**config.mk**
```make
export PLATFORM = sky130hd
export DESIGN_NAME = agg_row_buffer
export DESIGN_NICKNAME = d
export VERILOG_FILES = /design/src/rtl/agg_row_pkg.sv /design/src/rtl/agg_row_bank.sv /design/src/rtl/agg_row_buffer.sv
export SDC_FILE = /design/constraint.sdc
export NUM_CORES = 1
export LEC_CHECK = 0
export BUFFER_PORTS_ARGS = -buffer_cell sky130_fd_sc_hd__buf_2
export CORE_ASPECT_RATIO = 0.75
export CORE_UTILIZATION = 54
export DETAILED_ROUTE_END_ITERATION = 10
export GPL_TIMING_DRIVEN = 0
export PLACE_DENSITY = 0.78
export SLEW_MARGIN = 0
export SYNTH_ARGS = -nofsm -noshare
export SYNTH_HDL_FRONTEND = slang
export SYNTH_SLANG_ARGS = --single-unit
export TNS_END_PERCENT = 20
```
**constraint.sdc**
```tcl
create_clock -name clk -period 2.1 [get_ports clk]
set_input_delay 0.63 -clock clk [delete_from_list [all_inputs] [get_ports clk]]
set_output_delay 0.63 -clock clk [all_outputs]
set_load 0.005 [all_outputs]
```
**src/rtl/agg_row_pkg.sv**
```systemverilog
// Shared types and default widths for the row aggregation buffer.
package agg_row_pkg;

    localparam int unsigned AGG_DATA_WIDTH  = 1;
    localparam int unsigned AGG_FETCH_WIDTH = 4;

    typedef enum logic [1:0] {
        EMPTY   = 2'd0,
        FILLING = 2'd1,
        FULL    = 2'd2
    } bank_state_e;

endpackage

```
**src/rtl/agg_row_bank.sv**
```systemverilog
// One row bank: slot storage (not reset), fill state and per-slot write enables.
// Optional flush support (zero-fill and partial flag) under AGG_ROW_FLUSH_EN.
module agg_row_bank import agg_row_pkg::*; #(
    parameter int unsigned DATA_WIDTH  = AGG_DATA_WIDTH,
    parameter int unsigned FETCH_WIDTH = AGG_FETCH_WIDTH,
    localparam int unsigned IDX_W      = $clog2(FETCH_WIDTH),
    localparam int unsigned ROW_W      = FETCH_WIDTH * DATA_WIDTH
) (
    input  logic                  clk,
    input  logic                  rst_n,
    input  logic                  wr_en,
    input  logic [IDX_W-1:0]      wr_idx,
    input  logic [DATA_WIDTH-1:0] wr_data,
    input  logic                  complete,
    input  logic                  rd_done,
`ifdef AGG_ROW_FLUSH_EN
    input  logic                  zero_fill,
    input  logic                  mark_partial,
    output logic                  partial,
`endif
    output bank_state_e           state,
    output logic [ROW_W-1:0]      row
);

    bank_state_e           state_q, state_d;
    logic [DATA_WIDTH-1:0] slot_q [FETCH_WIDTH];
    logic [DATA_WIDTH-1:0] slot_d [FETCH_WIDTH];

    // Read drains a FULL bank; writes only target a non-FULL bank, so they never collide.
    always_comb begin
        state_d = state_q;
        if (rd_done) begin
            state_d = EMPTY;
        end else if (complete) begin
            state_d = FULL;
        end else if (wr_en) begin
            state_d = FILLING;
        end
    end

    always_comb begin
        for (int i = 0; i < int'(FETCH_WIDTH); i++) begin
            slot_d[i] = slot_q[i];
            if (wr_en && (wr_idx == IDX_W'(i))) begin
                slot_d[i] = wr_data;
            end
`ifdef AGG_ROW_FLUSH_EN
            // Flush clears every slot past the last one written this row.
            else if (zero_fill && ((IDX_W'(i) > wr_idx) || (!wr_en && (IDX_W'(i) == wr_idx)))) begin
                slot_d[i] = '0;
            end
`endif
        end
    end

    always_comb begin
        row = '0;
        for (int i = 0; i < int'(FETCH_WIDTH); i++) begin
            row[i*DATA_WIDTH +: DATA_WIDTH] = slot_q[i];
        end
    end

    always_ff @(posedge clk or negedge rst_n) begin
        if (!rst_n) begin
            state_q <= EMPTY;
        end else begin
            state_q <= state_d;
        end
    end

    always_ff @(posedge clk) begin
        for (int i = 0; i < int'(FETCH_WIDTH); i++) begin
            slot_q[i] <= slot_d[i];
        end
    end

`ifdef AGG_ROW_FLUSH_EN
    logic partial_q, partial_d;

    always_comb begin
        partial_d = partial_q;
        if (complete) begin
            partial_d = mark_partial;
        end
    end

    always_ff @(posedge clk or negedge rst_n) begin
        if (!rst_n) begin
            partial_q <= 1'b0;
        end else begin
            partial_q <= partial_d;
        end
    end

    assign partial = partial_q;
`endif

    assign state = state_q;

endmodule

```
**src/rtl/agg_row_buffer.sv**
```systemverilog
// Double-banked word-to-row packer feeding the transpose buffer.
// Define AGG_ROW_FLUSH_EN to add the flush input and out_partial output.
module agg_row_buffer import agg_row_pkg::*; #(
    parameter int unsigned DATA_WIDTH  = AGG_DATA_WIDTH,
    parameter int unsigned FETCH_WIDTH = AGG_FETCH_WIDTH,
    parameter int unsigned NUM_BANKS   = 2,
    localparam int unsigned IDX_W      = $clog2(FETCH_WIDTH),
    localparam int unsigned ROW_W      = FETCH_WIDTH * DATA_WIDTH
) (
    input  logic                  clk,
    input  logic                  rst_n,
    input  logic                  in_valid,
    input  logic [DATA_WIDTH-1:0] in_data,
    output logic                  in_ready,
    output logic [ROW_W-1:0]      out_data,
    output logic                  out_valid,
    input  logic                  out_ready,
`ifdef AGG_ROW_FLUSH_EN
    input  logic                  flush,
    output logic                  out_partial,
`endif
    output logic                  wr_bank,
    output logic                  rd_bank,
    output logic [IDX_W-1:0]      word_idx,
    output logic [15:0]           row_count
);

    logic             wr_bank_q, wr_bank_d;
    logic             rd_bank_q, rd_bank_d;
    logic [IDX_W-1:0] word_idx_q, word_idx_d;
    logic [15:0]      row_count_q, row_count_d;

    bank_state_e      bank_state [NUM_BANKS];
    logic [ROW_W-1:0] bank_row   [NUM_BANKS];

    logic wr_fire, wr_last, flush_fire, complete, rd_fire;

    assign in_ready  = (bank_state[wr_bank_q] != FULL);
    assign out_valid = (bank_state[rd_bank_q] == FULL);
    assign out_data  = out_valid ? bank_row[rd_bank_q] : '0;

    assign wr_fire  = in_valid && in_ready;
    assign wr_last  = wr_fire && (word_idx_q == IDX_W'(FETCH_WIDTH - 1));
    assign rd_fire  = out_valid && out_ready;
`ifdef AGG_ROW_FLUSH_EN
    assign flush_fire = flush && in_ready && (word_idx_q != '0);
`else
    assign flush_fire = 1'b0;
`endif
    assign complete = wr_last || flush_fire;

    always_comb begin
        wr_bank_d   = wr_bank_q;
        rd_bank_d   = rd_bank_q;
        word_idx_d  = word_idx_q;
        row_count_d = row_count_q;
        if (complete) begin
            word_idx_d = '0;
            wr_bank_d  = ~wr_bank_q;
        end else if (wr_fire) begin
            word_idx_d = word_idx_q + IDX_W'(1);
        end
        if (rd_fire) begin
            rd_bank_d   = ~rd_bank_q;
            row_count_d = row_count_q + 16'd1;
        end
    end

    always_ff @(posedge clk or negedge rst_n) begin
        if (!rst_n) begin
            wr_bank_q   <= 1'b0;
            rd_bank_q   <= 1'b0;
            word_idx_q  <= '0;
            row_count_q <= '0;
        end else begin
            wr_bank_q   <= wr_bank_d;
            rd_bank_q   <= rd_bank_d;
            word_idx_q  <= word_idx_d;
            row_count_q <= row_count_d;
        end
    end

`ifdef AGG_ROW_FLUSH_EN
    logic bank_partial [NUM_BANKS];
    assign out_partial = out_valid && bank_partial[rd_bank_q];
`endif

    for (genvar b = 0; b < int'(NUM_BANKS); b++) begin : g_bank
        logic sel_wr, sel_rd;
        assign sel_wr = (wr_bank_q == 1'(b));
        assign sel_rd = (rd_bank_q == 1'(b));

        agg_row_bank #(
            .DATA_WIDTH  (DATA_WIDTH),
            .FETCH_WIDTH (FETCH_WIDTH)
        ) u_bank (
            .clk          (clk),
            .rst_n        (rst_n),
            .wr_en        (wr_fire && sel_wr),
            .wr_idx       (word_idx_q),
            .wr_data      (in_data),
            .complete     (complete && sel_wr),
            .rd_done      (rd_fire && sel_rd),
`ifdef AGG_ROW_FLUSH_EN
            .zero_fill    (flush_fire && sel_wr),
            .mark_partial (flush_fire && !wr_last),
            .partial      (bank_partial[b]),
`endif
            .state        (bank_state[b]),
            .row          (bank_row[b])
        );
    end

    assign wr_bank   = wr_bank_q;
    assign rd_bank   = rd_bank_q;
    assign word_idx  = word_idx_q;
    assign row_count = row_count_q;

endmodule

```
**Yosys cells after proc, flatten, opt, wreduce, memory -nomap -nowiden**

Memories as Yosys holds them, arrays and structs flattened.
Index checks and enable logic that the tools add are counted.

- Add/subtract/negate cells: 2
- Order comparisons: 2
- Eq/ne operators: 5
- Muxes and demuxes: 26
- Bitwise operators: 4
- Reductions and logical operators: 21

Operators by type and width:

| kind | number |
|---|---|
| $mux W2 | 14 |
| $logic_and A1 B1 Y1 | 17 |
| $add A16 B1 Y16 const B | 1 |
| $mux W4 | 4 |
| $mux W1 | 8 |
| $eq A2 B2 Y1 const B | 3 |
| $reduce_bool A3 Y1 | 2 |
| $ge A2 B2 Y1 const B | 2 |
| $not A1 Y2 | 2 |
| $add A2 B1 Y2 const B | 1 |
| $eq A2 B1 Y1 const B | 1 |
| $logic_not A2 Y1 | 1 |
| $ne A2 B2 Y1 const B | 1 |
| $not A1 Y1 | 2 |
| $reduce_bool A2 Y1 | 1 |

- Bits in registers: 24
- RAM bits: 8
- Input bits: 5
- Output and inout port bits: 26
- Logic and storage cells: 68
- Memories: 2

Memory list:

| name | words | width | read ports | clocked after memory_dff | write ports | RTL line | text |
|---|---|---|---|---|---|---|---|
| g_bank[0].u_bank.slot_q | 4 | 1 | 4 | 0 | 4 | agg_row_bank.sv:26 | `logic [DATA_WIDTH-1:0] slot_q [FETCH_WIDTH];` |
| g_bank[1].u_bank.slot_q | 4 | 1 | 4 | 0 | 4 | agg_row_bank.sv:26 |  |

**Depth between registers and ports, before layout**

Gate-level depths: netlist (run 1).

- Depth after elaboration: 10
- Gate-level depth with buffers: 6
- Depth with buffers taken out: 4

**Hierarchy**

A second synthesis (run 1) with hierarchy kept.

- Cells, all modules: 137
- Area total of the unflattened synthesis: 1615.3 um^2

By module, submodules not included:

| module | times used | cells each | area an instance (um^2) | seq. area each (um^2) |
|---|---|---|---|---|
| agg_row_buffer | 1 | 97 | 1074.8 | 500.5 |
| agg_row_bank | 2 | 20 | 270.3 | 170.2 |

**Least setup slack after synthesis (run 1)**

Ideal clock, no wire load.

- Path type: input to register
- From: input port out_ready
- To: register row_count_q[9] (netlist: row_count[9])
- Library setup time: 126 ps
- Data arrival time: 1582 ps
- Data required time: 1974 ps
- Path slack: 392 ps
- Cell stages on the path: 5
- Buffers on the path: 1
- Path through: and4b_1 > buf_2 > o2111ai_4 > and2b_2 > xor2_1

- Word-level cells in the longest chain between the ends: 1

Ends and longest elaborated chain:

| what | RTL line | text |
|---|---|---|
| start: declaration | agg_row_buffer.sv:17 | `input logic out_ready,` |
| $logic_and A1 B1 Y1 | agg_row_buffer.sv:44 | `assign rd_fire = out_valid && out_ready;` |
| end signal: assignment | agg_row_buffer.sv:79 | `row_count_q <= row_count_d;` |
| end: declaration | agg_row_buffer.sv:31 | `logic [15:0] row_count_q, row_count_d;` |

No other way between the ends.
A chain may end at the register's enable or synchronous reset.

**Final worst setup path (run 1)**

- From: register wr_bank_q (netlist: wr_bank)
- To: output port in_ready

- Word-level cells in the longest chain between the ends: 5

Ends and longest elaborated chain:

| what | RTL line | text |
|---|---|---|
| start: declaration | agg_row_buffer.sv:28 | `logic wr_bank_q, wr_bank_d;` |
| start signal: assignment | agg_row_buffer.sv:76 | `wr_bank_q <= wr_bank_d;` |
| $not A1 Y2 (not written as such) | agg_row_buffer.sv:38 | `assign in_ready = (bank_state[wr_bank_q] != FULL);` |
| $mux W2 (not written as such) (3 in series) | agg_row_buffer.sv:38 |  |
| $ne A2 B2 Y1 | agg_row_buffer.sv:38 |  |
| end: declaration | agg_row_buffer.sv:14 | `output logic in_ready,` |

No other way between the ends. The select of a mux whose other input is x is not followed.

==> reports/results.ini, run 1 <==
[outcome]
status=complete, no violations

[critical_path]
crit_slowest_cell=dfrtp_1
path_class=reg2out
cp-start-kind=flip-flop
path_buf_inv=2
worstPathCellList=inv_1 > mux2i_1 > buf_2
cp_max_fo=9
slowest_delay_ns=0.50
cp.required_ns=1.47
cp-end-kind=primary output
critical-path-top-delay-family=flip-flops
critPathArrivalTime_ns=1.42

[cells_and_area]
multi_input_area_sq_um=691
area_growth_pct=20.8
final_nets=182
antenna_cells=0
n_fill_cell=203
finish.utilization=0.701
final_area_sq_um=1880
layoutNonFillerInstCount=209
drive_above_1_share=0.301
regArea_sq_um=841

[sta]
timing.final.ws_setup_ns=0.0544
fin_crit_ns=2.05
fmax_ghz=0.489
hold_viol=0
finalClockSkew_ns=0.00828
slew_violations=0
rsz0062_at_grt=true
worstMarginPinSlew_ns=0.526
setup_tns_ns=0
fin_crit_sh=0.974
finalSetupViolations=0
slew_headroom=0.649

[global_routing]
track_usage=0.220
grt_pass1_vias=1076
grt_overflow=0
antenna_found_initial=0
grt_max_degree=25
grt_pass1_wl_microns=5080

[clock_tree]
clock_sinks=32
worstSkewPairLatency_ns=0.29
path_clk_slew_ns=0.07
cts_buffer_depth=2
cts_root_buffer=clkbuf_8
ctsHoldBuffers=0
cts_buffers=5
cts_tree=built
htreeDepth=2

[floorplanning]
rows=16
die-area_sq_um=3110
start_util=0.581
fp.dieW_microns=64.0
die_h_microns=48.5
ios=31
core_sq_um=2680

[yosys]
synthTopCellsByArea=dfrtp_1 (39%), edfxtp_1 (15%), xnor2_1 (5.6%)
yosysWarnings=0
ys.flop_type=dfrtp_1
synth_area_sq_um=1560
ys_seq_area_frac=0.540
synth_top_area_frac=0.386
synthArstFlopShare=0.750
synth_top_area_cell=dfrtp_1
yosysMostFrequentCell=dfrtp_1
ys_types=31
syn_area_per_cell_sq_um=11.5
ys_top_cells_by_count=dfrtp_1 (24), nor2_1 (21), xnor2_1 (10)
synthCells=135
synth_edf_count=8
synth-seq-cells=32
synth_nets=145

[detailed_routing]
antenna_left=0
dr_wl_met2_microns=1450
via_count=1114
wl_met3_microns=147
wl_per_cell_microns=14.1
drt-total-wl_microns=2950
top_layer=met4
dr.pass1.iters=4
wl_met1_microns=1330
viasPerCell=5.33
drt-initial-drc-count=105
drc=0

[placement]
hpwl_microns=2130
pre_cts_ws_ns=0.122
gp_congestion=0.778
dpl-instance-area_sq_um=1750
dp.cells=201
port_buffers=30

[worst_hold_path]
hold_class=in2async

[run]
cap_viol_max_count=0

[pwr]
p_leak_uw=0.000938
max-vdd-ir-drop_mv=0.691
powerDensity_nw_per_um2=1080

cells in the final DEF (no fill, tap or decap), drive strengths merged, types with 3 or more instances in the layout:
master	netlist	final
edfxtp	8	8
dfrtp	24	24
xnor2	10	10
a21oi	3	3
mux2	3	3
inv	4	4
xor2	6	6
nand3	5	5
nand2	5	5
buf	3	34
mux2i	6	6
nand4	5	5
nor2b	3	3
clkbuf	1	5
ha	5	5
and2	7	7
nor2	21	21
where the power goes:
| part | total (uW) | internal (uW) | switching, uW |
|---|---|---|---|
| registers | 895 | 755 | 140 |
| logic | 551 | 280 | 271 |
| clock network | 590 | 351 | 239 |
registers in the layout (all words and copies together), names as in the netlist:
| register | count |
|---|---|
| g_bank.u_bank.state | 4 |
| g_bank.u_bank.slot_q | 8 |
| wr_bank | 1 |
| rd_bank | 1 |
| row_count | 16 |
| word_idx | 2 |
through the flow:
| stage | hold WS [ns] | total power, uW |
|---|---|---|
| floorplan | 0.334 | 1240 |
| global placement | 0.452 | 1400 |
| detailed placement | 0.493 | 1440 |
| CTS | 0.326 | 2040 |
| global route | 0.358 | 2150 |
| finish | 0.307 | 2040 |
kinds of logic (layout without fill, tap and decap cells):
| kind of cell | Yosys count | count (layout) | synth area share |
|---|---|---|---|
| AOI/OAI and AO/OA | 10 | 10 | 0.0538 |
| xor gates and xnor gates | 16 | 16 | 0.0900 |
| adders and majority gates | 5 | 5 | 0.0402 |
| buffers and inverters | 8 | 46 | 0.0257 |
| DFF | 32 | 32 | 0.540 |
| muxes | 9 | 9 | 0.0602 |
| and+or+nand+nor | 55 | 55 | 0.190 |
metal layers:
layer / up-vias / GRT usage
met5: - / 0
met4: 0 / 0.0455
met3: 3 / 0.0849
met2: 29 / 0.346
met1: 544 / 0.290
li1: 538 / -
area by class of cell:
type / count / area share
inverter: 4 / 0.00798
sequential: 32 / 0.447
clock buffer: 5 / 0.0366
tap: 36 / 0.0239
multi-input combinational: 95 / 0.367
timing repair buffer: 31 / 0.0838
clock inverter: 3 / 0.0226
buffer: 3 / 0.0113
final timing paths:
kind	start	endpoint	slack (ns)	depth (start not counted)
max in group asynchronous	rst_n	row_count[5]$_DFFE_PN0N_	1.43	1
worst max register to register	rd_bank$_DFFE_PN0N_	row_count[15]$_DFFE_PN0N_	0.35	5
worst min-delay path	rst_n	wr_bank$_DFFE_PN0N_	0.31	1
min in group clk	row_count[15]$_DFFE_PN0N_	row_count[15]$_DFFE_PN0N_	0.49	1
worst max-delay path	wr_bank$_DFFE_PN0N_	in_ready	0.05	3
worst min register to register	row_count[15]$_DFFE_PN0N_	row_count[15]$_DFFE_PN0N_	0.49	1
what timing repair did:
action                     4_1_cts  5_1_grt
setup endpoints to repair        6        6
buffers inserted                 0        1
gates resized for setup          1        3
(Power assumes the default switching activity.)
==> run 2: changes to the inputs <==
Settings changed: ABC_AREA set to 1, CORE_MARGIN set to 4.
==> run 2 against run 1 <==
Cell count increased by 33%. Highest routed layer unchanged. Register-to-register slack improved by 0.37 ns. Final area increased by 5.9%. Critical path depth increased by 4. Combinational power increased by 35%. Critical endpoint is now out_data[2]. Sequential power increased by 2.9%. Synthesized area increased by 6.0%.
==> reports/results.ini, run 2 <==
[outcome]
status=complete, no violations

[cells_and_area]
final_area_sq_um=1990
finish.utilization=0.679
drive_above_1_share=0.233
final_nets=249
mostFrequentLayoutCells=nand2_1 (62), buf_2 (30), nor2_1 (25), dfrtp_1 (23), inv_1 (20)
antenna_cells=0
final_common_cell=nand2_1
area_growth_pct=20.7
largest_reg_flops=16

[pwr]
max-vdd-ir-drop_mv=0.802
powerDensity_nw_per_um2=1050
p_leak_uw=0.000976

[detailed_routing]
drt-initial-drc-count=61
wl_per_cell_microns=12.4
drc=0
drt-total-wl_microns=3460
via_count=1359
dr.pass1.iters=7
viasPerCell=4.89
antenna_left=0

[sta]
finalClockSkew_ns=0.00738
fin_crit_sh=0.947
slew_violations=0
rsz0062_at_grt=false
hold_viol=0
worstMarginPinSlew_ns=0.525
finalSetupViolations=0
fmax_ghz=0.503
fin_crit_ns=1.99
setup_tns_ns=0
slew_headroom=0.650

[yosys]
syn_area_per_cell_sq_um=8.30
ys_top_cells_by_count=nand2_1 (64), nor2_1 (26), dfrtp_1 (24)
synthCells=199
ys.flop_type=dfrtp_1
synthArstFlopShare=0.750
synthTopCellsByArea=dfrtp_1 (36%), edfxtp_1 (15%), nand2_1 (15%)
synth_area_sq_um=1650
synth_edf_count=8
ys_types=21
yosysWarnings=0
synth_top_area_cell=dfrtp_1
yosysMostFrequentCell=nand2_1
synth_top_area_frac=0.364
synth_nets=209
ys_seq_area_frac=0.509
synth-seq-cells=32

[clock_tree]
clock_sinks=32
worstSkewPairLatency_ns=0.28
cts_tree=built
cts_buffer_depth=2
path_clk_slew_ns=0.06
cts_buffers=5
htreeDepth=2
ctsHoldBuffers=0
cts_root_buffer=clkbuf_8

[critical_path]
worstPathCellList=inv_2 > nand2_4 > nor2_4 > o21bai_4 > inv_2 > a21oi_1 > buf_2
path_class=reg2out
cp_common_cell=inv_2
slowest_delay_ns=0.37
cp_max_fo=4
cp-end-kind=primary output
crit_slowest_cell=dfrtp_1
critPathArrivalTime_ns=1.36
cp.required_ns=1.47
path_buf_inv=3
cp-start-kind=flip-flop
critical-path-top-delay-family=flip-flops

[worst_hold_path]
hold_class=in2async

[global_routing]
grt_overflow=0
grt_pass1_wl_microns=5910
track_usage=0.192
antenna_found_initial=0
grt_max_degree=25
grt_pass1_vias=1263

[floorplanning]
fp.dieW_microns=71.9
die_h_microns=55.9
ios=31
rows=17
start_util=0.563
core_sq_um=2940
die-area_sq_um=4020

[run]
cap_viol_max_count=0

[placement]
gp_congestion=0.861
hpwl_microns=2540
dpl-instance-area_sq_um=1850
port_buffers=30

[run 2: cell count changes after synthesis, sizes merged, moves of 4 or more]
cell / before / now
nand2: 5 / 66
inv: 4 / 25
a21oi: 3 / 10
and2: 7 / 0
mux2i: 6 / 0
nor2: 21 / 26
o21ai: 1 / 6
nand3: 5 / 9
xnor2: 10 / 6
[run 2: kinds of logic (layout without fill, tap and decap cells)]
family / Yosys count / in the layout / synth area share
flops: 32 / 32 / 0.509
xor+xnor: 9 / 9 / 0.0477
simple gates: 110 / 110 / 0.289
compound gates: 17 / 17 / 0.0530
fa+ha+maj: 5 / 5 / 0.0379
buf+inv: 26 / 67 / 0.0636
[run 2: final timing paths]
path / startpoint / end / slack, ns / depth (start not counted)
max in group asynchronous: rst_n / rd_bank$_DFFE_PN0N_ / 1.40 / 1
max reg2reg: row_count[0]$_DFFE_PN0N_ / row_count[10]$_DFFE_PN0N_ / 0.72 / 6
min in group clk: row_count[15]$_DFFE_PN0N_ / row_count[15]$_DFFE_PN0N_ / 0.53 / 2
max: g_bank[1].u_bank.state[0]$_DFFE_PN0P_ / out_data[2] / 0.11 / 7
min: rst_n / row_count[11]$_DFFE_PN0N_ / 0.32 / 1
min reg2reg: row_count[15]$_DFFE_PN0N_ / row_count[15]$_DFFE_PN0N_ / 0.53 / 2
[run 2: repair_timing]
item / in CTS / in global routing
setup buffers: 2 / 1
setup endpoints to repair: 5 / 4
gates resized for setup: 3 / 10
pin swaps: 0 / 1
[run 2: through the flow]
| stage | instances | power [uW] | hold WS, ns | worst slack [ns] |
|---|---|---|---|---|
| 4_1_cts | 277 | 2050 | 0.339 | 0.0123 |
| 2_1_floorplan | 199 | 1320 | 0.334 | 0.408 |
| 3_5_place_dp | 267 | 1570 | 0.518 | 0.111 |
| 3_3_place_gp | 267 | 1550 | 0.506 | 0.147 |
| 6_report | 278 | 2100 | 0.317 | 0.111 |
| 5_1_grt | 278 | 2270 | 0.365 | 0.00219 |
[run 2: layout make-up]
cell class / instances / area (sq um)
fillers: 250 / 942
flip-flops and latches: 32 / 842
multi-input cells: 141 / 746
repair buffers: 33 / 173
inverters: 25 / 93.8
clock buffers: 6 / 72.6
well taps: 38 / 47.5
plain buffers: 1 / 11.3
clock inverters: 2 / 7.51
[run 2: power by group]
group	internal, uW	switching [uW]
Sequential	782	139
Clock	225	207
Combinational	285	458
Total	1290	804
[run 2: layer usage]
metal / up-vias / part of all wire / GRT usage / wire length (microns)
met5: - / 0 / 0 / 0
met1: 612 / 0.51 / 0.278 / 1760
met2: 33 / 0.43 / 0.264 / 1490
met4: 0 / 0.013 / 0.0885 / 44
met3: 4 / 0.047 / 0.0542 / 164
li1: 710 / - / - / -
[run 2: worst register-to-register path: cells and delay by family (launching register included)]
| kind | cells | cell delay, ns |
|---|---|---|
| AND/OR/NAND/NOR | 4 | 0.50 |
| flip-flops | 1 | 0.42 |
| adder cells (fa/ha/maj) | 1 | 0.20 |
| AO/OA/AOI/OAI | 1 | 0.17 |
==> run 3: changes to the inputs <==
Settings changed: CORE_MARGIN 4 to 2, CORE_UTILIZATION 54 to 55, SYNTH_HIERARCHICAL set to 1.
==> run 3 against run 2 <==
Combinational power fell by 4.3%. Routed wire length is 10% higher. Power is 4.6% higher. Register-to-register slack got worse by 0.25 ns. Largest power group unchanged.
==> reports/results.ini, run 3 <==
[outcome]
status=complete, no violations

[detailed_routing]
dr.pass1.iters=4
drt-total-wl_microns=3820
drc=0
antenna_left=0
drt-initial-drc-count=132
wl_per_cell_microns=12.4
viasPerCell=5.07
via_count=1557

[yosys]
synthCells=226
synth-seq-cells=32
yosysMostFrequentCell=nand2_1
synth_edf_count=8
synthTopCellsByArea=dfrtp_1 (33%), nand2_1 (14%), edfxtp_1 (13%)
syn_area_per_cell_sq_um=8.01
ys_seq_area_frac=0.464
ys_top_cells_by_count=nand2_1 (68), inv_1 (32), dfrtp_1 (24)
synth_nets=233
synthArstFlopShare=0.750
synth_top_area_frac=0.332
synth_top_area_cell=dfrtp_1
synth_area_sq_um=1810
ys_types=29
ys.flop_type=dfrtp_1
yosysWarnings=6

[floorplanning]
fp.dieW_microns=70.3
core_sq_um=3220
rows=18
die-area_sq_um=3770
ios=31
die_h_microns=53.7
start_util=0.562

[clock_tree]
htreeDepth=2
cts_root_buffer=clkbuf_8
cts_buffer_depth=2
cts_tree=built
clock_sinks=32
path_clk_slew_ns=0.07
worstSkewPairLatency_ns=0.29
cts_buffers=5
ctsHoldBuffers=0

[placement]
gp_congestion=0.800
dp.cells=296
hpwl_microns=2570
port_buffers=30

[cells_and_area]
layoutNonFillerInstCount=307
largest_reg_flops=16
regArea_sq_um=842
multi_input_area_sq_um=761
mostFrequentLayoutCells=nand2_1 (67), inv_1 (32), buf_2 (30), dfrtp_1 (23), nor2_1 (20)
n_fill_cell=274
finish.utilization=0.665
final_common_cell=nand2_1
area_growth_pct=18.2
drive_above_1_share=0.281
antenna_cells=0
final_nets=273

[sta]
worstMarginPinSlew_ns=0.554
fin_crit_sh=0.961
finalSetupViolations=0
slew_violations=0
finalClockSkew_ns=0.00871
holdWs_ns=0.324
hold_viol=0
fmax_ghz=0.496
slew_headroom=0.631
fin_crit_ns=2.02

[critical_path]
cp-end-kind=primary output
path_class=reg2out
regToRegEndpoint=g_bank[1].u_bank/slot_q[0]$_DFFE_PP_
worstReg2RegStart=wr_bank$_DFFE_PN0P_
r2r_slack_ns=0.47
cp.required_ns=1.47
critPathLaunch=rd_bank$_DFFE_PN0N_
cp-start-kind=flip-flop
cp_max_fo=4
r2r_cells=7
critPathArrivalTime_ns=1.39

[global_routing]
grtUsageMet1=0.274
antenna_found_initial=0
track_usage=0.204
grt_pass1_vias=1376
met3_usage=0.0562
use_met2=0.327
grt_most_used_layer=met2
grt_overflow=0
grt_max_degree=25
grt_pass1_wl_microns=5960

[pwr]
powerDensity_nw_per_um2=1020
p_sw_uw=824
p_sw_frac=0.376
p_clk_frac=0.241
p_int_uw=1370
p_leak_uw=0.00109
pwr-share-comb=0.324
seq_power_share=0.435
max-vdd-ir-drop_mv=0.581

[worst_hold_path]
hold_class=in2async

[run]
cap_viol_max_count=0

run 3: cell types whose count changed in the layout (fill, tap and decap cells not counted), sizes merged, moves of 3 or more:
cell | previous run | this run
xnor2 | 6 | 1
inv | 25 | 37
nand2 | 66 | 71
buf | 34 | 42
nor3 | 1 | 13
clkbuf | 6 | 9
nand3 | 9 | 14
ha | 5 | 2
nor2 | 26 | 22
a21oi | 10 | 7
nand4 | 8 | 5
run 3: layout make-up:
cell class              instances  area share
repair buffers                 33      0.0807
clock buffers                   8      0.0468
plain buffers                  10      0.0357
inverters                      37      0.0649
flip-flops and latches         32       0.393
multi-input cells             147       0.355
well taps                      40      0.0234
run 3: metal layers:
layer,wire (microns),share of wire
met1,1830,0.48
met2,1760,0.46
met3,192,0.050
met4,31,0.0081
met5,0,0
run 3: power by group through the flow:
| stage | clock, uW | sequential, uW | combinational, uW |
|---|---|---|---|
| 2_1_floorplan | 0 | 941 | 443 |
| 3_3_place_gp | 0 | 957 | 629 |
| 3_5_place_dp | 0 | 964 | 649 |
| 4_1_cts | 533 | 953 | 669 |
| 5_1_grt | 562 | 969 | 807 |
| 6_report | 529 | 953 | 711 |
run 3: worst max path at each step:
stage,end,slack (ns)
2_1_floorplan,out_data[0],0.46
3_3_place_gp,out_data[3],0.24
3_5_place_dp,out_data[3],0.25
4_1_cts,out_data[3],0.007
5_1_grt,out_data[3],-0.05
6_report,out_data[3],0.08
run 3: kinds of logic after synthesis:
| group | synth area share |
|---|---|
| DFF | 0.464 |
| buffers and inverters | 0.119 |
| adders and majority gates | 0.0138 |
| and+or+nand+nor | 0.335 |
| xor gates and xnor gates | 0.0145 |
| AOI/OAI and AO/OA | 0.0532 |
run 3: what timing repair did:
| item | CTS | global route |
|---|---|---|
| buffers inserted | 1 | 2 |
| endpoints found under the setup margin | 4 | 4 |
| gates resized for setup | 0 | 3 |
run 3: stage by stage:
| step | cell area (sq um) | total power, uW | setup TNS, ns | worst slack, ns |
|---|---|---|---|---|
| 3_5_place_dp | 2010 | 1610 | 0 | 0.251 |
| 2_1_floorplan | 1810 | 1380 | 0 | 0.457 |
| 5_1_grt | 2140 | 2340 | -0.0596 | -0.0513 |
| 4_1_cts | 2120 | 2150 | 0 | 0.00698 |
| 6_report | 2140 | 2190 | 0 | 0.0828 |
| 3_3_place_gp | 2010 | 1590 | 0 | 0.244 |
run 3: worst max-delay path, cell delays in order, from the launching register on:
cell and delay, ns:
dfrtp_2 0.44, inv_2 0.10, nand3_4 0.11, nand2_2 0.10, inv_1 0.10, a21oi_1 0.13, buf_2 0.12
